==> src/rtl/line_buffer_feeder.sv <==
// Streams a raster frame through two line buffers and presents one element per
// window row to kernelWidth downstream row feeders, flagging each complete window.
module line_buffer_feeder #(
    parameter  int elementWidth = 4,
    parameter  int kernelWidth  = 3,
    parameter  int maxRowWidth  = 32,
    localparam int CW           = $clog2(maxRowWidth + 1)
) (
    input  logic                                      clk,
    input  logic                                      nrst,
    input  logic                                      start_i,
    input  logic [CW-1:0]                             row_width_i,
    input  logic [15:0]                               num_rows_i,
    input  logic [elementWidth-1:0]                   pixel_i,
    input  logic                                      pixel_valid_i,
    output logic                                      pixel_ready_o,
    output logic [kernelWidth-1:0][elementWidth-1:0]  feature_serial_o,
    output logic                                      load_o,
    output logic                                      window_valid_o,
    output logic                                      busy_o,
    output logic                                      done_o,
    output logic                                      cfg_err_o
);

    localparam int            AW       = $clog2(maxRowWidth);
    localparam logic [CW-1:0] KW_CW    = CW'(kernelWidth);
    localparam logic [CW-1:0] MAX_CW   = CW'(maxRowWidth);
    localparam logic [CW-1:0] ONE_CW   = CW'(1);
    localparam logic [CW-1:0] TWO_CW   = CW'(2);
    localparam logic [15:0]   KW_16    = 16'(kernelWidth);

    typedef enum logic [1:0] {
        IDLE   = 2'd0,
        STREAM = 2'd1,
        DONE   = 2'd2
    } state_t;

    state_t                  r_state;
    state_t                  w_next_state;
    logic [CW-1:0]           r_row_width;
    logic [15:0]             r_num_rows;
    logic [CW-1:0]           r_col;
    logic [15:0]             r_row;
    logic                    r_win_pend;
    logic [elementWidth-1:0] r_lb0 [maxRowWidth];
    logic [elementWidth-1:0] r_lb1 [maxRowWidth];

    logic                    w_cfg_ok;
    logic                    w_start_ok;
    logic                    w_start_bad;
    logic                    w_accept;
    logic                    w_last_col;
    logic                    w_last_row;
    logic [AW-1:0]           w_idx;

    assign w_cfg_ok    = (row_width_i >= KW_CW) && (row_width_i <= MAX_CW) &&
                         (num_rows_i >= KW_16);
    assign w_start_ok  = (r_state == IDLE) && start_i && w_cfg_ok;
    assign w_start_bad = (r_state == IDLE) && start_i && !w_cfg_ok;
    assign w_accept    = (r_state == STREAM) && pixel_valid_i;
    assign w_last_col  = (r_col == r_row_width - ONE_CW);
    assign w_last_row  = (r_row == r_num_rows - 16'd1);
    assign w_idx       = r_col[AW-1:0];

    always_comb begin
        w_next_state  = r_state;
        pixel_ready_o = 1'b0;
        busy_o        = 1'b0;
        done_o        = 1'b0;
        case (r_state)
            IDLE: begin
                if (w_start_ok) w_next_state = STREAM;
            end
            STREAM: begin
                pixel_ready_o = 1'b1;
                busy_o        = 1'b1;
                if (w_accept && w_last_col && w_last_row) w_next_state = DONE;
            end
            DONE: begin
                busy_o       = 1'b1;
                done_o       = 1'b1;
                w_next_state = IDLE;
            end
            default: w_next_state = IDLE;
        endcase
    end

    always_ff @(posedge clk) begin
        if (!nrst) begin
            r_state          <= IDLE;
            r_row_width      <= '0;
            r_num_rows       <= '0;
            r_col            <= '0;
            r_row            <= '0;
            r_win_pend       <= 1'b0;
            feature_serial_o <= '0;
            load_o           <= 1'b0;
            window_valid_o   <= 1'b0;
            cfg_err_o        <= 1'b0;
        end else begin
            r_state        <= w_next_state;
            cfg_err_o      <= w_start_bad;
            load_o         <= w_accept;
            // A window completes once the row feeders hold three columns of three rows.
            r_win_pend     <= w_accept && (r_row >= 16'd2) && (r_col >= TWO_CW);
            window_valid_o <= r_win_pend;
            if (w_start_ok) begin
                r_row_width <= row_width_i;
                r_num_rows  <= num_rows_i;
                r_col       <= '0;
                r_row       <= '0;
            end
            if (w_accept) begin
                feature_serial_o[0] <= (r_row >= 16'd2) ? r_lb0[w_idx] : '0;
                feature_serial_o[1] <= (r_row != 16'd0) ? r_lb1[w_idx] : '0;
                feature_serial_o[2] <= pixel_i;
                if (w_last_col) begin
                    r_col <= '0;
                    r_row <= r_row + 16'd1;
                end else begin
                    r_col <= r_col + ONE_CW;
                end
            end
        end
    end

    // Buffers are never cleared; row-index masking hides stale contents.
    always_ff @(posedge clk) begin
        if (w_accept) begin
            r_lb0[w_idx] <= r_lb1[w_idx];
            r_lb1[w_idx] <= pixel_i;
        end
    end

endmodule
==> config.mk <==
export PLATFORM = sky130hd
export DESIGN_NAME = line_buffer_feeder
export DESIGN_NICKNAME = d
export VERILOG_FILES = /design/src/rtl/line_buffer_feeder.sv
export SDC_FILE = /design/constraint.sdc
export NUM_CORES = 1
export LEC_CHECK = 0
export CELL_PAD_IN_SITES_DETAIL_PLACEMENT = 1
export CELL_PAD_IN_SITES_GLOBAL_PLACEMENT = 1
export CORE_ASPECT_RATIO = 1.25
export CORE_MARGIN = 2
export CORE_UTILIZATION = 54
export DETAILED_ROUTE_END_ITERATION = 10
export DONT_BUFFER_PORTS = 1
export GPL_ROUTABILITY_DRIVEN = 0
export GPL_TIMING_DRIVEN = 0
export PLACE_DENSITY = 0.83
export SETUP_SLACK_MARGIN = 0.02
export SKIP_CTS_REPAIR_TIMING = 1
export SYNTH_ARGS = -nofsm -noshare
export SYNTH_HDL_FRONTEND = slang
export SYNTH_SLANG_ARGS = --single-unit
==> constraint.sdc <==
create_clock -name clk -period 3.3 [get_ports clk]
set_clock_uncertainty 0.1 [all_clocks]
set_input_delay 0.66 -clock clk [delete_from_list [all_inputs] [get_ports clk]]
set_output_delay 0.66 -clock clk [all_outputs]
set_load 0.005 [all_outputs]
## Yosys cells after proc, flatten, opt, wreduce, memory -nomap -nowiden

Memory sizes are Yosys's and may differ from the RTL's. A register that Yosys moved wholly into a read port is not among the register bits.
Index checks and enable logic that the tools add are counted.

| word-level totals | value |
|---|---|
| flip-flop bits (word level) | 62 |
| memory bits (writable) | 256 |
| input bits | 30 |
| output and inout bits | 18 |
| word-level logic and storage cells | 65 |
| memories | 2 |

| cells by class | value |
|---|---|
| add/sub/neg operators | 4 |
| order comparisons | 5 |
| equality and inequality tests | 6 |
| mux-type cells | 20 |
| reductions and logical operators | 16 |

Memories:

| name | depth | bits a word | read ports | clocked after memory_dff | wr ports | line | RTL |
|---|---|---|---|---|---|---|---|
| r_lb0 | 32 | 4 | 1 | 1 | 1 | 45 | `logic [elementWidth-1:0] r_lb0 [maxRowWidth];` |
| r_lb1 | 32 | 4 | 1 | 1 | 1 | 46 | `logic [elementWidth-1:0] r_lb1 [maxRowWidth];` |

Operators by type and width:

| operator | number |
|---|---|
| $mux W16 | 3 |
| $ge A16 B2 Y1 const B | 2 |
| $mux W5 | 4 |
| $mux W6 | 3 |
| $add A16 B1 Y16 const B | 1 |
| $eq A16 B16 Y1 | 1 |
| $reduce_bool A16 Y1 | 1 |
| $sub A16 B1 Y16 const B | 1 |
| $ge A6 B2 Y1 const B | 2 |
| $logic_and A1 B1 Y1 | 10 |
| $mux W4 | 2 |
| $add A6 B1 Y6 const B | 1 |
| $eq A6 B6 Y1 | 1 |
| $le A6 B6 Y1 const B | 1 |
| $sub A6 B1 Y6 const B | 1 |
| $mux W1 | 5 |
| $mux W2 | 2 |
| $pmux W2 S2 | 1 |
| $eq A2 B1 Y1 const B | 1 |
| $eq A2 B2 Y1 const B | 1 |
| $logic_not A2 Y1 | 1 |
| $ne A2 B1 Y1 const B | 1 |
| $ne A2 B2 Y1 const B | 1 |
| $reduce_and A2 Y1 | 1 |
| 3 further kinds | 3 |

## Depth between registers and ports, before layout

Gate-level depths: netlist (run 1).

| logic depth | value |
|---|---|
| depth after elaboration | 8 |
| gate-level depth with buffers | 12 |
| gate-level depth less buffers | 9 |

## Worst setup path after synthesis (run 1)

Ideal clock, no wire load.

| path | value |
|---|---|
| path type | register to register |
| start point | reg r_row_width[0] |
| end point | reg r_state[0] |
| library setup time | 72 ps |
| arrival | 2618 ps |
| data required time | 3128 ps |
| slack | 510 ps |
| stages on the path, launching flop included | 11 |
| buffers on the path | 2 |
| period minus slack after synthesis | 2790 ps |
| cells stage by stage | dfxtp_1 > inv_1 > ha_1 > nor2b_1 > or3_1 > a31o_1 > or4_1 > buf_2 > buf_6 > o41ai_2 > mux2i_1 |

| between the ends | value |
|---|---|
| longest elaborated chain between the ends | 6 |

Ends and longest elaborated chain:

| item | line | RTL |
|---|---|---|
| start, declared | 40 | `logic [CW-1:0] r_row_width;` |
| start signal, assigned | 108 | `r_row_width <= row_width_i;` |
| $sub A6 B1 Y6 | 61 | `assign w_last_col = (r_col == r_row_width - ONE_CW);` |
| $eq A6 B6 Y1 | 61 |  |
| $logic_and A1 B1 Y1 (2 in series) | 77 | `if (w_accept && w_last_col && w_last_row) w_next_state = DONE;` |
| $ne A2 B1 Y1 (no source line) | - |  |
| $reduce_and A2 Y1 (no source line) | - |  |
| end signal, assigned | 101 | `r_state <= w_next_state;` |
| end, declared | 38 | `state_t r_state;` |

No other way between the ends.
A chain may end at the register's enable or synchronous reset.

## Worst setup path after layout (run 1)

| path | value |
|---|---|
| start point | reg r_state[1] |
| end point | mem r_lb1[18][0], enable pin |

| between the ends | value |
|---|---|
| longest elaborated chain between the ends | 4 |

Ends and longest elaborated chain:

| item | line | RTL |
|---|---|---|
| $eq A2 B1 Y1 | 60 | `assign w_accept = (r_state == STREAM) && pixel_valid_i;` |
| $logic_and A1 B1 Y1 | 60 |  |
| $mux W1 | 129 | `if (w_accept) begin` |
| $mux W1 (implied by the code) | 131 | `r_lb1[w_idx] <= pixel_i;` |
| end, declared | 46 |  |

No other way between the ends.

==> results.ini, run 1 <==
[status]
status = finished, violations left
violations = setup timing

[cts]
path_clk_slew_ns = 0.07
clk_latency_ns = 0.56
clock_sinks = 323
cts_tree = built
cts_buffers = 30
htreeDepth = 1
clk_path_buf_depth = 3
root_buffer = clkbuf_16

[synth]
synth_top_area_cell = edfxtp_1
netlist_top_cells_count = 256 x edfxtp_1, 93 x nor2_1, 80 x mux4_2, 67 x dfxtp_1, 31 x clkbuf_1
yosysMostFrequentCell = edfxtp_1
synth.top_cells.by_area = edfxtp_1 57%, mux4_2 13%, dfxtp_1 10%
synth_edf_count = 256
avgSynthCellArea_um2 = 16.0
synth_cell_types = 54
synth_xor_area_frac = 0.0182
synthMuxAreaShare = 0.159
synth_top_area_frac = 0.572
synth_ff_type = edfxtp_1
synth_top_family_by_area = multiplexers
synthSimpleGateAreaFrac = 0.0793
synth-seq-cells = 323
yosys_warnings = 0
synthCells = 838
syn-cell-area_um2 = 13400
synthAdderAreaFrac = 0.0121
synth_nets = 881
synth_compound_area_frac = 0.0395
postSynth.asyncResetShare = 0
yosysSeqAreaShare = 0.671

[placed_design]
dp_hpwl_um = 23500
dpl.cell_count = 1168
io_buffers = 0

[sta]
drv_slew = 0
rsz0062_at_grt = true
fin_setup_tns_ns = -4.67
setup_ws_ns = -0.141
period_share = 1.04
slew_headroom = 0.328
tightest_slew_ns = 1.00
finalHoldViolCount = 0
fmaxAchievable_mhz = 291
min_period_ns = 3.44
setup_viol = 94

[finish]
layout-drive-gt1-share = 0.204
layout.nets = 912
area_growth_pct = 11.0
multi_input_area_um2 = 4180
fill_cells = 2241
final_cell_count_no_fill = 1223
diodes = 0
seqCellArea_um2 = 9030

[job]
cap_violations = 0

[setup_path]
crit_slowest_cell = nor2_1
cpPeakStageDelay_ns = 0.92
crit_arrival_ns = 3.52
worstPathCellList = inv_1 -> ha_1 -> and2_1 -> clkbuf_1 -> nand2_1 -> nor2_1
required_ns = 3.38
reg2reg_to = r_lb1[18][0]$_DFFE_PP_
critPathCaptureType = flip-flop
rr_startpoint = r_state[1]$_SDFFE_PN0P_
worstPathMaxFanout = 10
crit_start = r_state[1]$_SDFFE_PN0P_
startpoint_type = flip-flop
r2r_cells = 6
reg2reg_slack_ns = -0.14
crit_type = flip-flop to flip-flop
endpoint = r_lb1[18][0]$_DFFE_PP_

[power_and_ir_drop]
powerDensity_nw_per_um2 = 620
vdd_drop_max_uv = 515
leakagePower_nw = 4.80

[routing]
initialDrtViolationCount = 579
ant_nets = 0
routed_via_density = 6.41
via_count = 7841
drt-total-wl_um = 35400
wl_per_cell_um = 28.9
first_pass_iters = 5
drc_errors = 0

[global_routing]
grt_max_degree = 34
grt_pass1_wl_um = 53400
grt.total_usage = 0.274
grt_overflow_total = 0
grt_pass1_vias = 8389
antenna_found_initial = 0

[die]
pin_count = 48
dieHeight_um = 180
initial_core_util = 0.549
die_area_um2 = 26200
rows = 64
dieWidth_um = 145
core_um2 = 24500

[worst_hold_path]
hold_class = primary input to flip-flop

==> report_power, final <==
part / internal, mW / total [mW] / leakage (nW) / switching, mW
sequential: 4.56 / 4.62 / 2.84 / 0.0590
combinational: 0.467 / 1.12 / 1.45 / 0.657
clock: 2.00 / 3.52 / 0.499 / 1.52
total: 7.03 / 9.26 / 4.80 / 2.23
==> critical path, delay by kind of cell (launching register included) <==
| kind | cells | cell delay (ns) |
|---|---|---|
| adders and majority gates | 1 | 0.33 |
| buffers and inverters | 2 | 0.66 |
| DFF | 1 | 0.31 |
| and+or+nand+nor | 3 | 1.66 |
==> cell type report <==
class	instances	area share
sequential	323	0.605
multi-input combinational	453	0.280
clock buffer	40	0.0582
tap	330	0.0277
buffer	45	0.0159
clock inverter	16	0.00905
inverter	16	0.00402
==> cell usage in the layout (no fill, tap or decap), types with 13 or more instances in the layout <==
master / count
a21oi_1: 25
clkbuf_16: 31
mux2i_1: 24
nor2_1: 78
o21ai_0: 20
dfxtp_1: 65
clkbuf_1: 27
edfxtp_1: 256
ha_1: 13
nand2_1: 30
mux4_2: 80
inv_1: 16
nor2_2: 15
xnor2_1: 19
==> layer usage <==
metal,GRT usage,routed length [um],up-vias
li1,-,-,3323
met1,0.320,12800,4089
met2,0.494,19000,347
met3,0.0451,2170,82
met4,0.129,1410,0
met5,0,0,-
==> registers in the layout, indices dropped and copies added, names as in the netlist, named ones only <==
name / cells
cfg_err_o: 1
feature_serial_o: 12
load_o: 1
r_col: 6
r_lb0: 128
r_lb1: 128
r_num_rows: 16
r_row: 16
r_row_width: 6
r_state: 2
r_win_pend: 1
window_valid_o: 1
==> how the worst min path moves through the flow <==
| stage | end | cells past startpoint | startpoint | slack, ns |
|---|---|---|---|---|
| detailed placement | window_valid_o$_SDFF_PN0_ | 1 | r_win_pend$_SDFF_PN0_ | 0.35 |
| global placement | window_valid_o$_SDFF_PN0_ | 1 | r_win_pend$_SDFF_PN0_ | 0.35 |
| finish | r_lb1[6][1]$_DFFE_PP_ | 0 | pixel_i[1] | 0.09 |
| global route | r_lb1[6][1]$_DFFE_PP_ | 0 | pixel_i[1] | 0.07 |
| floorplan | window_valid_o$_SDFF_PN0_ | 1 | r_win_pend$_SDFF_PN0_ | 0.31 |
| CTS | r_lb1[6][1]$_DFFE_PP_ | 0 | pixel_i[1] | 0.07 |
==> cell families (layout without fill, tap and decap cells) <==
group,after synthesis,after routing
flops,323,323
simple gates,216,216
mux,112,112
compound gates,84,84
buf+inv,62,117
xor+xnor,28,28
fa+ha+maj,13,13
==> metrics by stage <==
| step | hold WS [ns] | instance area [um^2] | power [mW] | util | worst slack, ns |
|---|---|---|---|---|---|
| floorplan | 0.312 | 13400 | 5.47 | - | 0.510 |
| global placement | 0.347 | 13900 | 5.74 | 0.566 | -0.372 |
| detailed placement | 0.348 | 13900 | 5.80 | 0.566 | -0.557 |
| CTS | 0.0736 | 14900 | 9.28 | 0.607 | -0.598 |
| global route | 0.0727 | 14900 | 9.54 | 0.609 | -0.242 |
| finish | 0.0934 | 14900 | 9.26 | 0.609 | -0.141 |
Note: power is estimated with default switching activity, not from simulation.
==> run 2: changes to the inputs <==
--- a/config.mk
+++ b/config.mk
@@ -5,6 +5,7 @@
 export SDC_FILE = /design/constraint.sdc
 export NUM_CORES = 1
 export LEC_CHECK = 0
+export CAP_MARGIN = 20
 export CELL_PAD_IN_SITES_DETAIL_PLACEMENT = 1
 export CELL_PAD_IN_SITES_GLOBAL_PLACEMENT = 1
 export CORE_ASPECT_RATIO = 1.25
==> run 2 against run 1 <==
  * The run still ends with setup timing left
  * Utilization hardly changed
  * Cell count hardly changed
  * Flip-flop and latch count is the same
==> results.ini, run 2 (synthesized netlist as in run 1, its figures left out) <==
[power_and_ir_drop]
p_seq_frac = 0.498  ; about the same
p_sw_frac = 0.241  ; about the same
combPwrFrac = 0.121  ; about the same
p_int_mw = 7.03  ; about the same
vdd_drop_max_uv = 515  ; about the same
leakagePower_nw = 4.80  ; about the same
powerDensity_nw_per_um2 = 620  ; about the same
clock_power_share = 0.381  ; about the same
switchingPower_mw = 2.24  ; about the same

[die]
dieHeight_um = 180  ; unchanged
rows = 64  ; unchanged
pin_count = 48  ; unchanged
core_um2 = 24500  ; unchanged
initial_core_util = 0.549  ; unchanged
dieWidth_um = 145  ; unchanged
die_area_um2 = 26200  ; unchanged

[finish]
layout.nets = 913  ; +0.11%
fill_cells = 2239  ; -0.089%
final_common_cell = edfxtp_1
area_growth_pct = 11.0  ; about the same
layout-drive-gt1-share = 0.204  ; -0.000228
reg_top3 = r_lb0: 128 flops, r_lb1: 128 flops
diodes = 0  ; unchanged
final_cell_mix = 256 x edfxtp_1, 80 x mux4_2, 78 x nor2_1

[status]
status = finished, violations left
violations = setup timing

[global_routing]
antenna_found_initial = 0  ; unchanged
grt_max_degree = 34  ; unchanged
grt.total_usage = 0.274  ; unchanged
grt_pass1_vias = 8389  ; unchanged
grt_pass1_wl_um = 53400  ; unchanged
grt_overflow_total = 0  ; unchanged

[routing]
ant_nets = 0  ; unchanged
via_count = 7811  ; -0.38%
drc_errors = 0  ; unchanged
drt-total-wl_um = 35400  ; about the same
initialDrtViolationCount = 572  ; -1.2%
first_pass_iters = 5  ; unchanged
routed_via_density = 6.38  ; -0.46%
wl_per_cell_um = 28.9  ; about the same

[cts]
path_clk_slew_ns = 0.07  ; about the same
clk_path_buf_depth = 3  ; unchanged
cts_tree = built
clk_latency_ns = 0.56  ; about the same
clock_sinks = 323  ; unchanged
cts_buffers = 30  ; unchanged
htreeDepth = 1  ; unchanged
root_buffer = clkbuf_16

[placed_design]
place_ws_ns = -0.557  ; unchanged
io_buffers = 0  ; unchanged
dp_hpwl_um = 23500  ; unchanged

[sta]
hold_ws_ns = 0.0937  ; +0.000318 ns
rsz0062_at_grt = true
slew_headroom = 0.304  ; -0.0247
fmaxAchievable_mhz = 292  ; +0.47%
period_share = 1.04  ; -0.00484
tightest_slew_ns = 1.04  ; +0.0369 ns
setup_viol = 27  ; -71%
drv_slew = 0  ; unchanged
min_period_ns = 3.43  ; -0.0160 ns
finalHoldViolCount = 0  ; unchanged
setup_ws_ns = -0.125  ; +0.0160 ns

[setup_path]
cpLargestDelayFamily = simple AND/OR/NAND/NOR gates
critPathBufInv = 2  ; unchanged
worstPathCellList = inv_1 -> ha_1 -> and2_1 -> clkbuf_1 -> nand2_1 -> nor2_1
reg2reg_slack_ns = -0.13  ; +0.02 ns
worstPathMaxFanout = 10  ; unchanged
critPathCaptureType = flip-flop
crit_cells = 6  ; unchanged
startpoint_type = flip-flop
crit_type = flip-flop to flip-flop
reg2reg_to = r_lb1[23][1]$_DFFE_PP_
cpPeakStageDelay_ns = 0.94  ; +0.02 ns
rr_startpoint = r_state[1]$_SDFFE_PN0P_
crit_slowest_cell = nor2_1
crit_arrival_ns = 3.50  ; -0.02 ns
required_ns = 3.38  ; about the same
r2r_cells = 6  ; unchanged

[job]
cap_violations = 0  ; unchanged

[worst_hold_path]
hold_class = primary input to flip-flop
min_from = pixel_i[1]
min_path_cells = 0  ; unchanged
whs_endpoint = r_lb1[6][1]$_DFFE_PP_

-- run 2: worst max path at each step --
stage | start | to
final | r_state[1]$_SDFFE_PN0P_ | r_lb1[23][1]$_DFFE_PP_
after global routing | r_state[1]$_SDFFE_PN0P_ | r_lb0[18][3]$_DFFE_PP_
after CTS | flip-flop | feature_serial_o[2]$_SDFFE_PN0P_
after detailed placement | flip-flop | feature_serial_o[2]$_SDFFE_PN0P_
after global placement | flip-flop | feature_serial_o[2]$_SDFFE_PN0P_
after floorplan | r_row_width[0]$_SDFFE_PN0P_ | r_state[0]$_SDFFE_PN0P_
-- run 2: through the flow --
step           instances  power (mW)  utilization  TNS [ns]  cell area (um^2)
2_1_floorplan        838        5.47            -         0             13400
3_3_place_gp        1168        5.74        0.566    -32.15             13900
3_5_place_dp        1168        5.80        0.566    -51.06             13900
4_1_cts             1224        9.28        0.607    -64.99             14900
5_1_grt             1224        9.54        0.609    -16.66             14900
6_report            1224        9.26        0.609     -1.98             14900
-- run 2: area by class of cell --
class | instances | area (um^2) | share of cell area
Inverter | 16 | 60.1 | 0.00402
Buffer | 45 | 238 | 0.0159
Timing Repair Buffer | 1 | 5.00 | 0.000335
Tap cell | 330 | 413 | 0.0277
Sequential cell | 323 | 9030 | 0.605
Clock inverter | 16 | 135 | 0.00905
Multi-Input combinational cell | 453 | 4180 | 0.280
Clock buffer | 40 | 870 | 0.0583
-- run 2: worst reg2reg max path: stages (launching register included) --
cell and delay (ns):
dfxtp_1 0.31, inv_1 0.13, ha_1 0.33, and2_1 0.22, clkbuf_1 0.51, nand2_1 0.51, nor2_1 0.94
-- run 2: metal layers --
| layer | track usage | wire, um | vias to the layer above |
|---|---|---|---|
| met1 | 0.320 | 12800 | 4046 |
| li1 | - | - | 3323 |
| met3 | 0.0451 | 2180 | 96 |
| met5 | 0 | 0 | - |
| met2 | 0.494 | 19000 | 346 |
| met4 | 0.129 | 1480 | 0 |
-- run 2: power groups by stage --
stage          Combinational (mW)  Clock (mW)  Sequential, mW
2_1_floorplan               0.793           0            4.68
3_3_place_gp                 1.05           0            4.70
3_5_place_dp                 1.10           0            4.70
4_1_cts                      1.12        3.55            4.61
5_1_grt                      1.21        3.71            4.62
6_report                     1.12        3.52            4.61
